[src/rtl/hazard_pkg.sv]
// Shared types and forwarding-select encodings for the pipeline hazard controller.
package hazard_pkg;

  typedef enum logic [1:0] {
    RUN,
    LU_STALL,
    MEM_WAIT
  } hz_state_t;

  localparam logic [1:0] FWD_NONE = 2'b00;
  localparam logic [1:0] FWD_WB   = 2'b01;
  localparam logic [1:0] FWD_MEM  = 2'b10;

endpackage

[src/rtl/hazard_fwd_sel.sv]
// Operand forwarding select for one E-stage source register; M result beats W result.
import hazard_pkg::*;

module hazard_fwd_sel #(
  parameter int WIDTH = 5
) (
  input  logic [WIDTH-1:0] rs,
  input  logic [WIDTH-1:0] rd_m,
  input  logic [WIDTH-1:0] rd_w,
  input  logic             reg_write_m,
  input  logic             reg_write_w,
  output logic [1:0]       fwd
);

  // x0 is hardwired to zero, so a pending write to it must never be forwarded.
  always_comb begin
    fwd = FWD_NONE;
    if (reg_write_m && (rd_m != '0) && (rd_m == rs)) begin
      fwd = FWD_MEM;
    end else if (reg_write_w && (rd_w != '0) && (rd_w == rs)) begin
      fwd = FWD_WB;
    end
  end

endmodule

[src/rtl/hazard_ctrl.sv]
// Pipeline hazard controller: stalls, flushes, forwarding and memory-wait sequencing.
// Define HAZARD_PERF_EN to build the stall/flush/timeout performance counters.
import hazard_pkg::*;

module hazard_ctrl #(
  parameter int LOAD_USE_BUBBLES = 1,
  parameter int MEM_TIMEOUT      = 64,
  parameter int WIDTH            = 5
) (
  input  logic             clk,
  input  logic             rst_n,
  input  logic [WIDTH-1:0] Rs1D,
  input  logic [WIDTH-1:0] Rs2D,
  input  logic [WIDTH-1:0] Rs1E,
  input  logic [WIDTH-1:0] Rs2E,
  input  logic [WIDTH-1:0] RdE,
  input  logic             MemReadE,
  input  logic             PCSrcE,
  input  logic [WIDTH-1:0] RdM,
  input  logic [WIDTH-1:0] RdW,
  input  logic             RegWriteM,
  input  logic             RegWriteW,
  input  logic             memReqM,
  input  logic             memAckM,
  output logic             StallF,
  output logic             StallD,
  output logic             StallE,
  output logic             StallM,
  output logic             FlushD,
  output logic             FlushE,
  output logic [1:0]       ForwardAE,
  output logic [1:0]       ForwardBE,
  output logic             memTimeout,
  output logic [31:0]      perfStall,
  output logic [31:0]      perfFlush,
  output logic [31:0]      perfTimeout
);

  localparam int         TW     = (MEM_TIMEOUT > 2) ? $clog2(MEM_TIMEOUT) : 1;
  localparam logic [1:0] LU_CNT = 2'(LOAD_USE_BUBBLES - 1);

  hz_state_t      state, state_nxt;
  hz_state_t      ret_state, ret_nxt;
  logic [1:0]     cnt, cnt_nxt;
  logic [TW-1:0]  timer, timer_nxt;

  logic           load_use;
  logic           mem_stall;
  logic           timeout_hit;
  logic           stall_f, stall_d, stall_e, stall_m;
  logic           flush_d, flush_e, mem_to;
  logic [1:0]     fwd_a, fwd_b;

  hazard_fwd_sel #(.WIDTH(WIDTH)) u_fwd_a (
    .rs          (Rs1E),
    .rd_m        (RdM),
    .rd_w        (RdW),
    .reg_write_m (RegWriteM),
    .reg_write_w (RegWriteW),
    .fwd         (fwd_a)
  );

  hazard_fwd_sel #(.WIDTH(WIDTH)) u_fwd_b (
    .rs          (Rs2E),
    .rd_m        (RdM),
    .rd_w        (RdW),
    .reg_write_m (RegWriteM),
    .reg_write_w (RegWriteW),
    .fwd         (fwd_b)
  );

  assign load_use    = MemReadE && (RdE != '0) && ((RdE == Rs1D) || (RdE == Rs2D));
  assign mem_stall   = memReqM && !memAckM;
  assign timeout_hit = (timer == TW'(MEM_TIMEOUT - 1));

  // NOTE: every signal driven here gets a default first, so no path leaves one unassigned and no latch is inferred.
  always_comb begin
    state_nxt = state;
    ret_nxt   = ret_state;
    cnt_nxt   = cnt;
    timer_nxt = timer;
    stall_f   = 1'b0;
    stall_d   = 1'b0;
    stall_e   = 1'b0;
    stall_m   = 1'b0;
    flush_d   = 1'b0;
    flush_e   = 1'b0;
    mem_to    = 1'b0;

    case (state)
      RUN: begin
        if (mem_stall) begin
          {stall_f, stall_d, stall_e, stall_m} = 4'hf;
          ret_nxt   = RUN;
          timer_nxt = TW'(1);
          state_nxt = MEM_WAIT;
        end else if (PCSrcE) begin
          // A load-use seen alongside a redirect belongs to the wrong path.
          flush_d = 1'b1;
          flush_e = 1'b1;
        end else if (load_use) begin
          stall_f = 1'b1;
          stall_d = 1'b1;
          flush_e = 1'b1;
          if (LOAD_USE_BUBBLES > 1) begin
            cnt_nxt   = LU_CNT;
            state_nxt = LU_STALL;
          end
        end
      end

      LU_STALL: begin
        if (mem_stall) begin
          {stall_f, stall_d, stall_e, stall_m} = 4'hf;
          ret_nxt   = LU_STALL;
          timer_nxt = TW'(1);
          state_nxt = MEM_WAIT;
        end else begin
          // E holds a bubble, so a redirect cannot originate there.
          stall_f = 1'b1;
          stall_d = 1'b1;
          flush_e = 1'b1;
          cnt_nxt = cnt - 2'd1;
          if (cnt == 2'd1) state_nxt = RUN;
        end
      end

      MEM_WAIT: begin
        if (memAckM) begin
          timer_nxt = '0;
          state_nxt = ret_state;
        end else if (timeout_hit) begin
          mem_to    = 1'b1;
          flush_e   = 1'b1;
          cnt_nxt   = '0;
          timer_nxt = '0;
          state_nxt = RUN;
        end else begin
          {stall_f, stall_d, stall_e, stall_m} = 4'hf;
          timer_nxt = timer + TW'(1);
        end
      end

      default: state_nxt = RUN;
    endcase
  end

  // NOTE: sequential state uses non-blocking assignments so every flop samples pre-edge values.
  always_ff @(posedge clk or negedge rst_n) begin
    if (!rst_n) begin
      state     <= RUN;
      ret_state <= RUN;
      cnt       <= '0;
      timer     <= '0;
    end else begin
      state     <= state_nxt;
      ret_state <= ret_nxt;
      cnt       <= cnt_nxt;
      timer     <= timer_nxt;
    end
  end

  // Reset squashes both front registers immediately, independent of the clock.
  assign StallF     = rst_n & stall_f;
  assign StallD     = rst_n & stall_d;
  assign StallE     = rst_n & stall_e;
  assign StallM     = rst_n & stall_m;
  assign FlushD     = !rst_n | flush_d;
  assign FlushE     = !rst_n | flush_e;
  assign ForwardAE  = rst_n ? fwd_a : FWD_NONE;
  assign ForwardBE  = rst_n ? fwd_b : FWD_NONE;
  assign memTimeout = rst_n & mem_to;

`ifdef HAZARD_PERF_EN
  logic [31:0] perf_stall_q, perf_flush_q, perf_timeout_q;

  always_ff @(posedge clk or negedge rst_n) begin
    if (!rst_n) begin
      perf_stall_q   <= '0;
      perf_flush_q   <= '0;
      perf_timeout_q <= '0;
    end else begin
      if (StallF)           perf_stall_q   <= perf_stall_q + 32'd1;
      if (FlushD || FlushE) perf_flush_q   <= perf_flush_q + 32'd1;
      if (memTimeout)       perf_timeout_q <= perf_timeout_q + 32'd1;
    end
  end

  assign perfStall   = perf_stall_q;
  assign perfFlush   = perf_flush_q;
  assign perfTimeout = perf_timeout_q;
`else
  assign perfStall   = '0;
  assign perfFlush   = '0;
  assign perfTimeout = '0;
`endif

endmodule

[config.mk]
export PLATFORM = sky130hd
export DESIGN_NAME = hazard_ctrl
export DESIGN_NICKNAME = d
export VERILOG_FILES = /design/src/rtl/hazard_pkg.sv /design/src/rtl/hazard_fwd_sel.sv /design/src/rtl/hazard_ctrl.sv
export SDC_FILE = /design/constraint.sdc
export NUM_CORES = 1
export LEC_CHECK = 0
export ABC_AREA = 1
export CAP_MARGIN = 30
export CORE_MARGIN = 1.5
export CORE_UTILIZATION = 34
export DETAILED_ROUTE_END_ITERATION = 6
export PLACE_DENSITY = 0.84
export SLEW_MARGIN = 25
export SYNTH_ARGS = -nofsm -noshare
export SYNTH_HDL_FRONTEND = slang
export SYNTH_SLANG_ARGS = --single-unit
[constraint.sdc]
create_clock -name clk -period 1.8 [get_ports clk]
set_clock_uncertainty 0.05 [all_clocks]
set_input_delay 0.27 -clock clk [delete_from_list [all_inputs] [get_ports clk]]
set_output_delay 0.27 -clock clk [all_outputs]
set_load 0.05 [all_outputs]
==> impl_metrics.tcl <==
set metrics [dict create \
    drt_iter0_markers 34 \
    hold_viol 7 \
    min_path_type "primary input to async pin" \
    cts_tree "done" \
    violations "hold timing, setup timing" \
    syn_area_um2 1910 \
    design_area_um2 2720 \
    rsz0062_at_grt "true" \
    synthCells 278 \
    die-height_um 78.0 \
    holdWs_ns -0.0307 \
    avgSynthCellArea_um2 6.88 \
    cts.sinks 11 \
    n_antenna_cell 0 \
    drv_cap 0 \
    die_x_um 78.0 \
    worstSetupEndpointType "output port" \
    yosys.area_share.xor_xnor_pct 9.16 \
    start_util_pct 35.0 \
    outcome "complete, but fails checks" \
    syn_to_final_growth_pct 42.1 \
    synth_top_family_by_area "buffers and inverters" \
    antenna_found_initial 0 \
    critPathMaxFanout 2 \
    slew_viol_final 0 \
    fmax_mhz 504 \
    final_common_cell "conb_1" \
    place_congestion 0.859 \
    grt_pass1_wl_um 6400 \
    reg2reg_slack_ns 0.09 \
    port_buffers 53 \
    startpoint "timer[0]" \
    fin_crit_ns 1.98 \
    cts.clk_slew.worst_paths_ns 0.05 \
    synth_edf_count 0 \
    setup_viol 6 \
    core_um2 5470 \
    wl_um 4450 \
    use_met3_pct 4.07 \
    min_period_over_period_pct 110 \
    synthMuxAreaShare_pct 0 \
    r2r_start "timer[0]" \
    synth-seq-cells 11 \
    p_leak_uw 0.00150 \
    die_area_um2 6090 \
    cts_root_buf "clkbuf_8" \
    viasPerCell 4.00 \
    hpwl_um 3480 \
    p_per_area_nw_per_um2 642 \
    place_ws_ns -0.426 \
    ctsHtreeMaxLevel 1 \
    synth-async-reset-ratio_pct 100 \
    cp-start-kind "flip-flop" \
    synth_ff_type "dfrtp_1" \
    yosys.area_share.simple_pct 20.9 \
    insertion_delay_ns 0.24 \
    dr_total_vias 1768 \
    drc 0 \
    final_cell_mix "96 x conb_1, 36 x nand2_1, 34 x buf_4" \
    top_level_ports 150 \
    r2r-end "timer[5]" \
    cp.required_ns 1.48 \
    synth-adder-area-share_pct 1.31 \
    max-clock-path-buffers 2 \
    grt_max_degree 8 \
    critPathKind "flip-flop to output port" \
    grt_usage_pct 13.1 \
    r2r_cells 11 \
    met2_usage_pct 24.6 \
    row_count 27 \
    yosysUniqueCellTypes 32 \
    grt_overflow 0 \
    max-vdd-ir-drop_uv 381 \
    drt_pass1_iterations 4 \
    wl_per_cell_um 10.1 \
    worstPathArrival_ns 1.66 \
    grt_pass1_vias 1548 \
    grt.met1_usage_pct 14.3 \
    finalNetCount 416 \
    grt_busiest_layer "met2" \
    ant_nets 0 \
    cts_buffers 3 \
    drive_above_1_share_pct 31.4 \
    yosysSeqAreaShare_pct 14.4 \
    dpl_cell_area_um2 2480 \
    synth_compound_area_share_pct 8.37 \
    layout_setup_ws_ns -0.182 \
    ys_warn_count 0 \
]
[worst max path at each step]
stage,to,slack [ns],cells past startpoint
floorplan,StallF,-0.26,7
global placement,StallF,-0.39,13
detailed placement,StallD,-0.43,13
CTS,FlushE,-0.17,10
global route,FlushE,-0.27,10
finish,FlushE,-0.18,10
[area by class of cell]
class	instances	area (um^2)
Multi-Input combinational cell	228	1310
Timing Repair Buffer	91	863
Tap cell	72	90.1
Fill cell	538	2750
Sequential cell	11	275
Inverter	36	140
Clock buffer	4	45.0
[per-stage QoR]
stage	cells	util [%]	total power (uW)	setup TNS [ns]
6_report	442	49.7	1750	-0.871
5_1_grt	442	49.7	1830	-1.22
4_1_cts	437	47.7	1650	-0.810
3_5_place_dp	425	45.4	1360	-2.36
3_3_place_gp	425	45.4	1330	-1.86
2_1_floorplan	373	-	1230	-0.285
[synthesized netlist by cell type (5+ instances only)]
master    n  area (um^2)
nand3_1  10         50.1
nand2_1  40          150
buf_4    98          736
inv_2     6         22.5
dfrtp_1  11          275
nor2_1   18         67.6
o21ai_0   5         25.0
inv_1    29          109
nand4_1   5         31.3
xnor2_1  11         96.3
a21oi_1   7         35.0
xor2_1    9         78.8
[metal layers]
layer | vias up | routed length, um | share of wire, %
met5 | - | 0 | 0
met4 | 0 | 51 | 1.1
met3 | 6 | 397 | 8.9
met2 | 102 | 2350 | 53
met1 | 805 | 1650 | 37
li1 | 855 | - | -
[flip-flops by register name, indices dropped and copies added (netlist names)]
signal / cells
ret_state: 1
cnt: 2
state: 2
timer: 6
[timing repair]
item | 4_1_cts | 5_1_grt
resized for setup | 74 | 37
endpoints found under the setup margin | 10 | 11
hold buffers | 0 | 0
buffers inserted | 8 | 5
pin swaps | 23 | 19
[critical path: stages, from the launching register on]
cell	delay (ns)
dfrtp_1	0.40
ha_4	0.18
nand3_4	0.09
nor2_4	0.14
nand2_2	0.08
nor2_4	0.09
inv_2	0.06
nand2_2	0.07
inv_2	0.05
o2111ai_4	0.09
buf_12	0.17
[cells by family after synthesis]
kind of cell    Yosys count
compound gates           24
xor+xnor                 20
fa+ha+maj                 2
buf+inv                 134
flops                    11
other cells               1
simple gates             86
[power breakdown]
group / internal (uW) / leakage [uW] / total (uW) / switching [uW]
sequential: 302 / 0.000145 / 354 / 51.6
combinational: 366 / 0.00133 / 1140 / 779
clock: 155 / 0.0000228 / 247 / 91.9
total: 823 / 0.00150 / 1750 / 922
No activity file was read; power rests on OpenSTA's default activity.
